`src/rtl/gpu_cmd_raster_writer.sv`:
```
// Command FIFO + decoder that turns draw commands into framebuffer pixel writes on an Avalon-style master.
// Optional build macro GPU_CLIP_EN: skip pixels outside FB_WIDTH x FB_HEIGHT instead of wrapping the address.
module gpu_cmd_raster_writer #(
  parameter int FIFO_DEPTH = 8,
  parameter int ADDR_W     = 22,
  parameter int DATA_W     = 32,
  parameter int FB_WIDTH   = 640,
  parameter int FB_HEIGHT  = 480,
  parameter int BASE_ADDR  = 0
) (
  input  logic              clk,
  input  logic              reset,
  input  logic [31:0]       fifo_write_data,
  input  logic              fifo_write,
  output logic              fifo_full,
  input  logic              SD_waitrequest,
  output logic              SD_write,
  output logic [DATA_W-1:0] SD_wdata,
  output logic [ADDR_W-1:0] SD_address,
  output logic              busy,
  output logic              frame_done,
  output logic [7:0]        drop_count
);

  localparam int PTR_W  = (FIFO_DEPTH > 1) ? $clog2(FIFO_DEPTH) : 1;
  localparam int CNT_W  = PTR_W + 1;
  localparam int COL_W  = (DATA_W < 28) ? DATA_W : 28;
  localparam int WIDE_W = ADDR_W + 12;
  localparam logic [12:0]      FB_W_X  = 13'(FB_WIDTH);
  localparam logic [11:0]      FB_H_Y  = 12'(FB_HEIGHT);
  localparam logic [CNT_W-1:0] DEPTH_C = CNT_W'(FIFO_DEPTH);

  localparam logic [3:0] OP_POINT = 4'h0;
  localparam logic [3:0] OP_COLOR = 4'h1;
  localparam logic [3:0] OP_END   = 4'h2;
  localparam logic [3:0] OP_SPAN  = 4'h3;

`ifdef GPU_CLIP_EN
  localparam logic CLIP_EN = 1'b1;
`else
  localparam logic CLIP_EN = 1'b0;
`endif

  typedef enum logic [1:0] {
    IDLE  = 2'd0,
    EXEC  = 2'd1,
    WRITE = 2'd2
  } state_t;

  function automatic logic [ADDR_W-1:0] pix_addr(input logic [12:0] x, input logic [11:0] y);
    logic [WIDE_W-1:0] wide;
    wide = WIDE_W'(BASE_ADDR) + WIDE_W'(y) * WIDE_W'(FB_WIDTH) + WIDE_W'(x);
    return wide[ADDR_W-1:0];
  endfunction

  state_t              state_r, state_nx_s;
  logic [31:0]         mem_r [FIFO_DEPTH];
  logic [PTR_W-1:0]    wr_ptr_r, rd_ptr_r;
  logic [CNT_W-1:0]    cnt_r;
  logic [31:0]         cmd_r;
  logic [DATA_W-1:0]   colour_r, sd_wdata_r;
  logic [ADDR_W-1:0]   sd_address_r;
  logic [11:0]         cur_x_r, cur_y_r, remain_r;
  logic [12:0]         beat_x_r;
  logic [7:0]          drop_cnt_r;
  logic                sd_write_r, frame_done_r;

  logic                full_s, pop_s, push_s, drop_s, beat_done_s, last_beat_s;
  logic                point_in_s, span_in_s;
  logic [3:0]          op_s;
  logic [11:0]         fa_s, fb_y_s;
  logic [12:0]         span_x0_s, next_x_s;

  // A push into a full FIFO still lands when the FSM pops in the same cycle.
  assign full_s      = (cnt_r == DEPTH_C);
  assign pop_s       = (state_r == IDLE) && (cnt_r != CNT_W'(0));
  assign push_s      = fifo_write && (!full_s || pop_s);
  assign drop_s      = fifo_write && full_s && !pop_s;

  assign op_s        = cmd_r[31:28];
  assign fa_s        = cmd_r[27:16];
  assign fb_y_s      = cmd_r[11:0];
  assign span_x0_s   = {1'b0, cur_x_r} + 13'd1;
  assign next_x_s    = beat_x_r + 13'd1;
  assign point_in_s  = ({1'b0, fa_s} < FB_W_X) && (fb_y_s < FB_H_Y);
  assign span_in_s   = (span_x0_s < FB_W_X) && (cur_y_r < FB_H_Y);
  assign beat_done_s = (state_r == WRITE) && !SD_waitrequest;
  assign last_beat_s = (remain_r == 12'd1) || (CLIP_EN && (next_x_s >= FB_W_X));

  assign fifo_full   = full_s;
  assign busy        = (cnt_r != CNT_W'(0)) || (state_r != IDLE);
  assign SD_write    = sd_write_r;
  assign SD_wdata    = sd_wdata_r;
  assign SD_address  = sd_address_r;
  assign frame_done  = frame_done_r;
  assign drop_count  = drop_cnt_r;

  // FIFO storage array; contents are don't-care while the pointers say empty.
  always_ff @(posedge clk) begin
    if (push_s) begin
      mem_r[wr_ptr_r] <= fifo_write_data;
    end
  end

  // FIFO pointers, occupancy, overflow counter and command register.
  always_ff @(posedge clk or negedge reset) begin
    if (!reset) begin
      wr_ptr_r   <= PTR_W'(0);
      rd_ptr_r   <= PTR_W'(0);
      cnt_r      <= CNT_W'(0);
      cmd_r      <= 32'h0;
      drop_cnt_r <= 8'h00;
    end else begin
      if (push_s) wr_ptr_r <= wr_ptr_r + PTR_W'(1);
      if (pop_s) begin
        rd_ptr_r <= rd_ptr_r + PTR_W'(1);
        cmd_r    <= mem_r[rd_ptr_r];
      end
      case ({push_s, pop_s})
        2'b10:   cnt_r <= cnt_r + CNT_W'(1);
        2'b01:   cnt_r <= cnt_r - CNT_W'(1);
        default: cnt_r <= cnt_r;
      endcase
      if (drop_s && (drop_cnt_r != 8'hFF)) drop_cnt_r <= drop_cnt_r + 8'h01;
    end
  end

  // FSM state register.
  always_ff @(posedge clk or negedge reset) begin
    if (!reset) state_r <= IDLE;
    else        state_r <= state_nx_s;
  end

  // Next-state decode.
  always_comb begin
    state_nx_s = state_r;
    case (state_r)
      IDLE: begin
        if (pop_s) state_nx_s = EXEC;
        else       state_nx_s = IDLE;
      end
      EXEC: begin
        case (op_s)
          OP_POINT: begin
            if (!CLIP_EN || point_in_s) state_nx_s = WRITE;
            else                        state_nx_s = IDLE;
          end
          OP_SPAN: begin
            if ((fa_s != 12'd0) && (!CLIP_EN || span_in_s)) state_nx_s = WRITE;
            else                                            state_nx_s = IDLE;
          end
          default: state_nx_s = IDLE;
        endcase
      end
      WRITE: begin
        if (beat_done_s && last_beat_s) state_nx_s = IDLE;
        else                            state_nx_s = WRITE;
      end
      default: state_nx_s = IDLE;
    endcase
  end

  // Command execution, cursor/colour state and the registered write-master outputs.
  always_ff @(posedge clk or negedge reset) begin
    if (!reset) begin
      sd_write_r   <= 1'b0;
      sd_wdata_r   <= DATA_W'(0);
      sd_address_r <= ADDR_W'(0);
      frame_done_r <= 1'b0;
      colour_r     <= DATA_W'(0);
      cur_x_r      <= 12'd0;
      cur_y_r      <= 12'd0;
      beat_x_r     <= 13'd0;
      remain_r     <= 12'd0;
    end else begin
      sd_write_r   <= (state_nx_s == WRITE);
      frame_done_r <= (state_r == EXEC) && (op_s == OP_END);
      case (state_r)
        EXEC: begin
          case (op_s)
            OP_POINT: begin
              cur_x_r      <= fa_s;
              cur_y_r      <= fb_y_s;
              beat_x_r     <= {1'b0, fa_s};
              remain_r     <= 12'd1;
              sd_address_r <= pix_addr({1'b0, fa_s}, fb_y_s);
              sd_wdata_r   <= colour_r;
            end
            OP_COLOR: colour_r <= DATA_W'(cmd_r[COL_W-1:0]);
            OP_SPAN: begin
              beat_x_r     <= span_x0_s;
              remain_r     <= fa_s;
              sd_address_r <= pix_addr(span_x0_s, cur_y_r);
              sd_wdata_r   <= colour_r;
            end
            default: colour_r <= colour_r;
          endcase
        end
        WRITE: begin
          // Address/data only move once the slave has taken the current beat.
          if (beat_done_s) begin
            cur_x_r <= beat_x_r[11:0];
            if (!last_beat_s) begin
              beat_x_r     <= next_x_s;
              remain_r     <= remain_r - 12'd1;
              sd_address_r <= pix_addr(next_x_s, cur_y_r);
              sd_wdata_r   <= colour_r;
            end
          end
        end
        default: remain_r <= remain_r;
      endcase
    end
  end

endmodule

```
`config.mk`:
```
export PLATFORM = sky130hd
export DESIGN_NAME = gpu_cmd_raster_writer
export DESIGN_NICKNAME = d
export VERILOG_FILES = /design/src/rtl/gpu_cmd_raster_writer.sv
export SDC_FILE = /design/constraint.sdc
export NUM_CORES = 1
export LEC_CHECK = 0
export BUFFER_PORTS_ARGS = -buffer_cell sky130_fd_sc_hd__buf_2
export CORE_MARGIN = 3
export CORE_UTILIZATION = 40
export DETAILED_ROUTE_END_ITERATION = 16
export PLACE_DENSITY = 0.62
export SLEW_MARGIN = 40
export SYNTH_ARGS = -nofsm -noshare
export SYNTH_HDL_FRONTEND = slang
export SYNTH_SLANG_ARGS = --single-unit
```
`constraint.sdc`:
```
create_clock -name clk -period 7.1 [get_ports clk]
set_input_delay 1.775 -clock clk [delete_from_list [all_inputs] [get_ports clk]]
set_output_delay 1.775 -clock clk [all_outputs]
set_load 0.03 [all_outputs]
```
# Yosys cells after proc, flatten, opt, wreduce, memory -nomap -nowiden
# Memories as Yosys holds them, arrays and structs flattened. A register that Yosys moved wholly into a read port is not among the register bits.
# Index checks and enable logic that the tools add are counted.
[totals] regBits=153 ramBits=256 in_bits=36 output_inout_bits=66 word_cells=98 mem_count=1
[op_classes] n_addsub=11 multipliers=2 n_eq_ne=16 n_mux=27 reduce_logical=27
[mem_list] name="mem_r" depth=8 word_bits=32 read_ports=1 rd_ports_with_merged_regs=1 wr=1 line="57" text="logic [31:0] mem_r [FIFO_DEPTH];"
[ops] cell="32-bit 2-to-1 mux" count=3
[ops] cell="22-bit case mux with 2 select lines" count=2
[ops] cell="12-bit case mux with 2 select lines" count=3
[ops] cell="32-bit case mux with 2 select lines" count=1
[ops] cell="13-bit case mux with 2 select lines" count=2
[ops] cell="12-bit 2-to-1 mux" count=4
[ops] cell="22-bit by 13-bit adder with 22-bit output" count=2
[ops] cell="22-bit 2-to-1 mux" count=2
[ops] cell="12-bit by 3-bit multiplier with 15-bit output, second input constant" count=2
[ops] cell="13-bit 2-to-1 mux" count=2
[ops] cell="22-bit by 12-bit adder with 22-bit output" count=1
[ops] cell="12-bit by 1-bit adder with 13-bit output, second input constant" count=1
[ops] cell="13-bit by 1-bit adder with 13-bit output, second input constant" count=1
[ops] cell="12-bit by 1-bit equality test with 1-bit output, second input constant" count=1
[ops] cell="12-bit nonzero test" count=1
[ops] cell="12-bit by 1-bit subtractor with 12-bit output, second input constant" count=1
[ops] cell="8-bit by 1-bit adder with 8-bit output, second input constant" count=1
[ops] cell="4-bit by 2-bit equality test with 1-bit output, second input constant" count=2
[ops] cell="1-bit logical AND" count=8
[ops] cell="8-bit inequality test, second input constant" count=1
[ops] cell="4-bit case mux with 2 select lines" count=1
[ops] cell="4-bit AND reduction" count=2
[ops] cell="3-bit by 1-bit adder with 3-bit output, second input constant" count=2
[ops] cell="2-bit equality test, second input constant" count=3
[ops] cell="other kinds (21)" count=34

# Logic depth before layout (Yosys ltp)
# Gate-level depths: netlist of run 1.
[logic_depth] word_depth=6 mapped_depth=16 mapped_depth_nobuf=15

# Least setup slack after synthesis of run 1
# OpenSTA, ideal clock, no wires.
[synth_timing] path_kind="input-to-reg" start="input fifo_write" end="memory mem_r[0][0], enable pin" setup_time_ns=0.461 arrival_ns=4.470 slack_ns=2.169 path_stages=3 cell_sequence="o21ai_0 > or2_2 > nor3_1"
[synth_via] elab_chain_len=3
[synth_rtl] item="from (decl)" line="14" text="input logic fifo_write,"
[synth_rtl] item="1-bit logical AND" line="77" text="assign push_s = fifo_write && (!full_s || pop_s);"
[synth_rtl] item="1-bit 2-to-1 mux" line="100" text="if (push_s) begin"
[synth_rtl] item="1-bit 2-to-1 mux (implied by the code)" line="101" text="mem_r[wr_ptr_r] <= fifo_write_data;"
[synth_rtl] item="to (decl)" line="57"
# Every way passes these cells.

# Worst setup path after layout of run 1
[layout_timing] start="register state_r[0]" end="register remain_r[2]"
[layout_via] elab_chain_len=4 elab_cells_between_ends=9 classes_between="eq/ne: 5; mux: 1; reduce/logical: 3"
[layout_rtl] item="from (decl)" line="56" text="state_t state_r, state_nx_s;"
[layout_rtl] item="from (signal assigned)" line="131" text="else state_r <= state_nx_s;"
[layout_rtl] item="2-bit equality test" line="87, 178"
[layout_rtl] item="1-bit logical AND" line="87" text="assign beat_done_s = (state_r == WRITE) && !SD_waitrequest;"
[layout_rtl] item="2-bit inequality test (no source line)"
[layout_rtl] item="4-bit AND reduction (no source line)"
[layout_rtl] item="to (signal assigned)" line="192" text="remain_r <= fa_s;"
[layout_rtl] item="to (signal assigned)" line="205" text="remain_r <= remain_r - 12'd1;"
[layout_rtl] item="to (signal assigned)" line="211" text="default: remain_r <= remain_r;"
[layout_rtl] item="to (decl)" line="63" text="logic [11:0] cur_x_r, cur_y_r, remain_r;"
# Several ways; a longest one is shown, not always the timed one.
# A chain may end at the register's enable or synchronous reset.

==> flow_summary_export.csv, run 1 <==
group,metric,value,unit
placement,place_area,21540,um2
drt,viasPerCell,5.367,
sta,max_freq,258.3,MHz
cts,numCtsBuffers,46,
drt,drtIter0Drc,927,
job,maxCapViolations,0,
cts,cts_resized,0,
final_layout,final_layout_size_suffix_gt1_frac,0.2262,
drt,final_antenna_net_count,0,
yosys,synth_edf_count,256,
yosys,yosysWarnings,0,
drt,vias,12080,
yosys,synth_top_area_share,0.3846,
setup_path,critPathSlowestCell,"buf_4",
power,power_leakage,8.988,nW
cts,clock_latency,0.57,ns
die,die_y,229.5,um
yosys,ys.flop_type,"edfxtp_1",
sta,final-setup-viol-count,0,
drt,wirelength,43950,um
die,io-pin-count,102,
setup_path,cpPeakStageDelay,0.54,ns
sta,rsz0062_at_grt,"false",
setup_path,cp.arrival,4.31,ns
sta,worst_pin_slew,0.7165,ns
yosys,ys_ff_latch,430,
global_routing,grt_max_degree,69,
sta,hold_violations,0,
drt,post-route-drc-count,0,
outcome,status,"complete, no violations",
power,vdd_drop_max,0.2665,mV
placement,post-dp-hpwl,29850,um
setup_path,crit_type,"reg -> reg",
setup_path,path_common_cell,"inv_1",
die,row_count,81,
die,die_area,52680,um2
die,die_x,229.5,um
sta,min_period,3.872,ns
yosys,yosys.cell_types.count,82,
sta,fin_tns_setup,0,ns
yosys,syn_inst,1447,
final_layout,fin_cells,2250,
cts,postCtsSetupRepairBufs,0,
setup_path,worstPathRequired,7.54,ns
setup_path,cp_max_fo,61,
final_layout,design_area,23060,um2
cts,cts_hold_buf,0,
sta,finalClockSkew,0.02052,ns
cts,htreeDepth,2,
setup_path,cp-end-kind,"flop",
cts,clock_tree.root_cell,"clkbuf_16",
yosys,synthArstFlopShare,0.4047,
placement,place_inst,2165,
yosys,synthTopCellsByCount,"edfxtp_1, dfrtp_1, nand2_1",
final_layout,areaGrowthSynthToFinish,15.39,%
cts,clk_path_buf_depth,3,
yosys,syn_area,19990,um2
yosys,ys_seq_area_frac,0.6025,
final_layout,fillCellCount,4314,
yosys,avgSynthCellArea,13.81,um2
sta,maxSlewViolCount,0,
setup_path,critPathLaunchType,"flop",
global_routing,grt_pass1_vias,12040,
sta,post-route-period-util,0.5454,
die,initial_core_util,0.4066,
yosys,ys_top_cells_by_area,"edfxtp_1, dfrtp_1, mux4_2",
setup_path,cp_cell_sequence,"inv_1 -> ha_2 -> buf_4 -> inv_1 -> a21oi_1 -> nor2_2 -> buf_4 -> nand2_1 -> nor2_1 -> a222oi_1 -> inv_1",
placement,port_buffers,97,
power,p_per_area,518.7,nW/um2
drt,first_pass_iters,5,
yosys,synth_most_common_cell,"edfxtp_1",
sta,slew_headroom,0.5223,
global_routing,grt_usage,0.1671,
placement,gp_congestion,0.8947,
cts,clock-sinks,430,
final_layout,fin_nets,1661,
die,core,49150,um2
yosys,synth_top_cell_by_area,"edfxtp_1",
cts,clk_pin_slew,0.06,ns
worst_hold_path,hold_class,"reg -> reg",
global_routing,grt_pass1_wl,69560,um
cts,cts_tree,"yes",
drt,avgRoutedWirePerCell,19.53,um
global_routing,gr-total-overflow,0,
global_routing,antenna_found_initial,7,
==> stage by stage <==
stage / total power [W] / util / hold WS, ns / setup slack (ns)
floorplan: 0.008028 / - / 0.4444 / 2.169
global placement: 0.009393 / 0.4303 / 0.4584 / 3.190
detailed placement: 0.009623 / 0.4382 / 0.4669 / 3.129
CTS: 0.01204 / 0.4688 / 0.4805 / 3.319
global route: 0.01277 / 0.4691 / 0.5078 / 3.027
finish: 0.01196 / 0.4692 / 0.4765 / 3.228
==> registers in the layout, summed over array words and instances (netlist names) <==
name,cells
beat_x_r,6
SD_address,22
mem_r,256
frame_done,1
SD_wdata,28
cur_x_r,12
drop_count,8
remain_r,12
rd_ptr_r,3
cur_y_r,12
cnt_r,4
colour_r,28
wr_ptr_r,3
SD_write,1
state_r,2
cmd_r,32
==> report_power, final <==
part           total, W  leakage [nW]  switching (W)  internal [W]
clock           0.00237         0.719       0.000964       0.00141
sequential      0.00388          4.51       0.000556       0.00333
combinational   0.00571          3.76        0.00335       0.00236
==> per-layer routing <==
layer / GRT usage / vias up / part of all wire
li1: - / 5691 / -
met5: 0 / - / 0.00096
met1: 0.2375 / 6010 / 0.46
met4: 0.05039 / 8 / 0.024
met3: 0.03122 / 73 / 0.055
met2: 0.2622 / 294 / 0.46
==> final cells by class <==
cell class	count	area [um2]	share of cell area
sequential	430	12050	0.5224
multi-input combinational	920	7585	0.3289
clock buffer	66	1286	0.05578
timing repair buffer	127	998.5	0.04330
tap	664	830.8	0.03603
clock inverter	16	215.2	0.009332
inverter	24	90.09	0.003906
antenna	3	7.507	0.0003255
==> path summary, 6_finish.rpt <==
kind                           startpoint             end  slack [ns]  cells past startpoint
max in group asynchronous           reset     rd_ptr_r[2]        4.81                      2
max                            state_r[0]     remain_r[2]        3.23                     11
min reg2reg                SD_address[12]  SD_address[12]        0.48                      2
min                        SD_address[12]  SD_address[12]        0.48                      2
min in group asynchronous           reset   SD_address[3]        1.18                      1
max reg2reg                    state_r[0]     remain_r[2]        3.23                     11
==> critical path, delay by kind of cell, from the launching register on <==
kind            cells  cell delay, ns
fa+ha+maj           1            0.16
compound gates      2            0.81
flops               1            0.40
buf+inv             5            1.45
simple gates        3            0.88
==> kinds of logic after synthesis <==
group,share of synthesized area
DFF,0.6025
and+or+nand+nor,0.07675
AOI/OAI and AO/OA,0.08677
muxes,0.1297
buffers and inverters,0.02229
adders and majority gates,0.04983
xor gates and xnor gates,0.03193
other,0.0001876
==> placed cells by master, fill, tap and decap left out, drive strengths merged, types with 7 or more instances in the layout <==
master  count
xnor2      38
nand4       7
inv        25
xor2       28
nand2     121
and3       16
edfxtp    256
nor2       69
o22ai       8
mux2i      43
clkbuf     67
buf       126
nand3      36
clkinv      9
mux4       64
a21o       16
nor4       10
nand2b     12
dfrtp     174
a21oi      61
nor3       21
a211oi     16
nor2b       9
o21ai     119
mux2       64
ha         70
Power figures use the tool's default switching activity.
==> inputs of run 2 (changes only) <==
==> constraint.sdc (replaced) <==
create_clock -name clk -period 3.9 [get_ports clk]
set_input_delay 0.975 -clock clk [delete_from_list [all_inputs] [get_ports clk]]
set_output_delay 0.975 -clock clk [all_outputs]
set_load 0.03 [all_outputs]
==> flow_summary_export.csv, run 2 (same netlist as run 1, synthesis figures left out) <==
group,metric,value,unit
outcome,status,"complete, no violations",
drt,post-route-drc-count,0,
sta,final-setup-viol-count,0,
global_routing,grt_pass1_wl,71790,um
sta,holdWs,0.4583,ns
cts,clock-sinks,430,
drt,first_pass_iters,5,
setup_path,cpPeakStageDelay,0.76,ns
setup_path,cp-end-kind,"flop",
placement,gp_congestion,0.8860,
setup_path,crit_type,"reg -> reg",
power,p_per_area,953.7,nW/um2
cts,htreeDepth,2,
setup_path,path_buf_inv,0,
global_routing,gr-total-overflow,0,
power,vdd_drop_max,0.4246,mV
cts,postCtsSetupRepairBufs,0,
cts,clk_pin_slew,0.06,ns
drt,drtIter0Drc,940,
final_layout,regMostFlops,"mem_r",
sta,fin_tns_setup,0,ns
sta,hold_violations,0,
die,die_area,52680,um2
final_layout,reg_top3,"mem_r (256), cmd_r (32)",
sta,max_freq,282.0,MHz
global_routing,antenna_found_initial,8,
sta,finalClockSkew,0.01617,ns
cts,cts_tree,"yes",
sta,slew_headroom,0.4127,
power,total_power,0.02187,W
cts,clock_latency,0.58,ns
placement,port_buffers,97,
cts,clock_tree.root_cell,"clkbuf_16",
setup_path,path_common_cell,"ha_1",
cts,cts_hold_buf,0,
sta,post-route-period-util,0.9092,
sta,min_period,3.546,ns
final_layout,final_cell_mix,"edfxtp_1, dfrtp_1, nand2_1, o21ai_0, buf_2",
setup_path,critPathSlowestCell,"o41ai_1",
setup_path,cp_max_fo,6,
final_layout,design_area,22930,um2
cts,cts_resized,0,
sta,worst_pin_slew,0.8777,ns
job,maxCapViolations,0,
placement,place_area,21360,um2
placement,post-dp-hpwl,29590,um
drt,avgRoutedWirePerCell,20.00,um
final_layout,final_common_cell,"edfxtp_1",
setup_path,critPathLaunchType,"flop",
setup_path,cp_cell_sequence,"ha_1 -> ha_1 -> fa_1 -> xor2_1 -> ha_1 -> o41ai_1 -> nand4b_1 -> xnor2_1 -> o21ai_0 -> a21oi_1 -> a221o_1",
cts,numCtsBuffers,46,
drt,vias,12140,
cts,clk_path_buf_depth,3,
setup_path,reg2reg_slack,0.35,ns
setup_path,ff2ff_path_depth,11,
die,row_count,81,
die,die_x,229.5,um
global_routing,grt_usage,0.1722,
sta,maxSlewViolCount,0,
die,initial_core_util,0.4066,
drt,viasPerCell,5.393,
setup_path,cp.arrival,4.00,ns
global_routing,grt_pass1_vias,12510,
final_layout,areaGrowthSynthToFinish,14.76,%
setup_path,r2r_start,"cur_y_r[1]",
final_layout,fin_nets,1662,
worst_hold_path,hold_class,"in -> async",
power,power_leakage,8.952,nW
die,core,49150,um2
sta,rsz0062_at_grt,"false",
final_layout,final_layout_size_suffix_gt1_frac,0.2309,
setup_path,cp_top_family,"adder cells",
global_routing,grt_max_degree,80,
drt,wirelength,45000,um
final_layout,largest_register_ffs,256,
setup_path,reg2reg_to,"SD_address[16]",
die,die_y,229.5,um
drt,final_antenna_net_count,0,
setup_path,worstPathRequired,4.36,ns
die,io-pin-count,102,
run 2: cell count changes in the layout (fill, tap and decap cells not counted), sizes merged:
cell and delta:
buf +1, diode -2, clkinv -1, clkbuf -4, bufinv +2, clkinvlp +4
run 2: layout make-up:
type                            instances  area, um2
Antenna cell                            1      2.502
Timing Repair Buffer                  128      802.0
Tap cell                              664      830.8
Inverter                               24      90.09
Clock inverter                         21      269.0
Sequential cell                       430      12050
Clock buffer                           62       1303
Fill cell                            4294      26220
Multi-Input combinational cell        920       7585
run 2: how the worst max path moves through the flow:
stage	start	end	slack, ns	depth (start not counted)
after CTS	cur_y_r[1]	SD_address[16]	0.37	11
final	cur_y_r[1]	SD_address[16]	0.35	11
after global placement	cur_y_r[1]	SD_address[16]	0.46	11
after detailed placement	cur_y_r[1]	SD_address[16]	0.37	11
after global routing	cur_x_r[0]	SD_address[16]	0.13	14
after floorplan	SD_address[0]	SD_address[19]	0.58	15
run 2: stage by stage:
stage / utilization / std cells / worst slack [ns]
final: 0.4666 / 2250 / 0.3540
after global routing: 0.4665 / 2249 / 0.1343
after CTS: 0.4665 / 2249 / 0.3673
after detailed placement: 0.4345 / 2166 / 0.3654
after global placement: 0.4345 / 2166 / 0.4569
after floorplan: - / 1450 / 0.5849
run 2: routing by layer:
layer | up-vias | wire, um | GRT usage
met3 | 73 | 2702 | 0.03881
met5 | - | 94 | 0
li1 | 5675 | - | -
met1 | 6103 | 19780 | 0.2324
met4 | 14 | 1044 | 0.05098
met2 | 270 | 21380 | 0.2798
run 2: power by group:
| group | switching (W) | internal [W] |
|---|---|---|
| sequential | 0.00118 | 0.00606 |
| clock | 0.00178 | 0.00274 |
| combinational | 0.00589 | 0.00423 |
==> inputs of run 3 (changes only) <==
--- a/config.mk
+++ b/config.mk
@@ -10,6 +10,7 @@
 export CORE_UTILIZATION = 40
 export DETAILED_ROUTE_END_ITERATION = 16
 export PLACE_DENSITY = 0.62
+export REMOVE_ABC_BUFFERS = 1
 export SLEW_MARGIN = 40
 export SYNTH_ARGS = -nofsm -noshare
 export SYNTH_HDL_FRONTEND = slang
==> flow_summary_export.csv, run 3 (same netlist as run 1, synthesis figures left out) <==
group,metric,value,unit
die,die_area,52680,um2
setup_path,cp.arrival,3.96,ns
outcome,status,"complete, no violations",
global_routing,grt_pass1_vias,12070,
drt,vias,12050,
setup_path,cpPeakStageDelay,0.41,ns
final_layout,final_cell_mix,"edfxtp_1, dfrtp_1, nand2_1, o21ai_0, buf_2",
cts,clock-sinks,430,
drt,wirelength,43200,um
final_layout,final_layout_size_suffix_gt1_frac,0.2273,
drt,viasPerCell,5.354,
power,total_power,0.02144,W
sta,slew_headroom,0.4689,
cts,clk_pin_slew,0.06,ns
sta,holdWs,0.4467,ns
placement,gp_congestion,0.8356,
setup_path,crit_type,"reg -> reg",
cts,cts_hold_buf,0,
setup_path,cp_max_fo,5,
power,p_per_area,940.7,nW/um2
worst_hold_path,hold_class,"in -> async",
placement,port_buffers,97,
final_layout,fin_cells,2250,
drt,avgRoutedWirePerCell,19.20,um
drt,final_antenna_net_count,0,
cts,cts_tree,"yes",
setup_path,critPathSlowestCell,"dfrtp_1",
drt,wl_met1,19080,um
final_layout,reg_top3,"mem_r (256), cmd_r (32)",
final_layout,regMostFlops,"mem_r",
final_layout,areaGrowthSynthToFinish,14.02,%
job,maxCapViolations,0,
sta,finalClockSkew,0.01603,ns
drt,topRoutingLayerUsed,"met5",
drt,drtIter0Drc,896,
global_routing,grt_max_degree,88,
setup_path,cp_top_family,"simple AND/OR/NAND/NOR gates",
final_layout,final_common_cell,"edfxtp_1",
setup_path,r2r_start,"SD_address[0]",
drt,wl_met2,20850,um
setup_path,critPathLaunchType,"flop",
drt,first_pass_iters,5,
power,power_leakage,8.898,nW
cts,clock_tree.root_cell,"clkbuf_16",
cts,htreeDepth,2,
setup_path,reg2reg_slack,0.40,ns
cts,clock_latency,0.57,ns
global_routing,antenna_found_initial,8,
final_layout,fin_nets,1661,
drt,wl_met3,2265,um
die,die_x,229.5,um
setup_path,reg2reg_to,"SD_address[20]",
placement,post-dp-hpwl,28680,um
setup_path,cp-end-kind,"flop",
cts,cts_resized,0,
global_routing,gr-total-overflow,0,
sta,fin_tns_setup,0,ns
cts,numCtsBuffers,46,
sta,worst_pin_slew,0.7966,ns
power,vdd_drop_max,0.3846,mV
die,core,49150,um2
setup_path,cp_cell_sequence,"ha_1 -> and3_1 -> and3_1 -> and3_1 -> nand3_1 -> xnor2_1 -> ha_1 -> o21ai_0 -> o21ai_0 -> o211ai_1 -> mux2i_1 -> nand3_1 -> or3_1 -> a21boi_2 -> o31ai_2",
sta,post-route-period-util,0.8972,
global_routing,grt_usage,0.1655,
die,initial_core_util,0.4066,
drt,post-route-drc-count,0,
setup_path,path_common_cell,"and3_1",
sta,max_freq,285.8,MHz
cts,postCtsSetupRepairBufs,0,
sta,maxSlewViolCount,0,
final_layout,largest_register_ffs,256,
die,io-pin-count,102,
sta,hold_violations,0,
placement,place_inst,2165,
cts,clk_path_buf_depth,3,
global_routing,grt_pass1_wl,68550,um
sta,min_period,3.499,ns
sta,final-setup-viol-count,0,
setup_path,path_buf_inv,0,
setup_path,worstPathRequired,4.36,ns
die,die_y,229.5,um
setup_path,ff2ff_path_depth,15,
die,row_count,81,
sta,rsz0062_at_grt,"false",
## run 3: changes by cell type in the layout (fill, tap and decap cells not counted), sizes merged
cell,change
diode,+1
clkinv,+11
buf,-1
clkinvlp,-3
clkbuf,-5
bufinv,-3
## run 3: cell type report
| class | count | area (um2) |
|---|---|---|
| fillers | 4296 | 26370 |
| inverters | 24 | 90.09 |
| repair buffers | 127 | 794.5 |
| multi-input cells | 920 | 7567 |
| clock inverters | 26 | 227.7 |
| flip-flops and latches | 430 | 12050 |
| well taps | 664 | 830.8 |
| clock buffers | 57 | 1222 |
| diodes | 2 | 5.005 |
## run 3: how the worst max path moves through the flow
stage | start | slack (ns) | cells after the start | to
final | SD_address[0] | 0.40 | 15 | SD_address[20]
after global routing | SD_address[1] | 0.17 | 15 | SD_address[20]
after CTS | SD_address[0] | 0.41 | 15 | SD_address[20]
after detailed placement | SD_address[0] | 0.44 | 15 | SD_address[20]
after global placement | SD_address[0] | 0.52 | 14 | SD_address[19]
after floorplan | fifo_write | -0.23 | 3 | mem_r[0][0]
## run 3: layer usage
| layer | GRT usage | up-vias |
|---|---|---|
| met5 | 0 | - |
| li1 | - | 5681 |
| met4 | 0.04608 | 12 |
| met3 | 0.03669 | 85 |
| met1 | 0.2220 | 6041 |
| met2 | 0.2721 | 228 |
## run 3: worst register-to-register path, stage by stage, from the launching register on
cell and delay (ns):
dfrtp_1 0.41, ha_1 0.20, and3_1 0.20, and3_1 0.20, and3_1 0.27, nand3_1 0.12
xnor2_1 0.17, ha_1 0.36, o21ai_0 0.16, o21ai_0 0.21, o211ai_1 0.21, mux2i_1 0.18
nand3_1 0.10, or3_1 0.35, a21boi_2 0.18, o31ai_2 0.08
## run 3: per-stage QoR
step / setup slack [ns] / utilization / cell area [um2]
3_3_place_gp: 0.5169 / 0.4340 / 21330
3_5_place_dp: 0.4368 / 0.4340 / 21330
4_1_cts: 0.4096 / 0.4635 / 22780
6_report: 0.4008 / 0.4636 / 22790
5_1_grt: 0.1710 / 0.4635 / 22780
2_1_floorplan: -0.2309 / - / 19640
## run 3: report_power, final
part           switching, W  internal, W  leakage [nW]  total [W]
registers           0.00113      0.00606          4.51    0.00719
clock network       0.00176      0.00243         0.707    0.00419
logic               0.00583      0.00422          3.69     0.0101
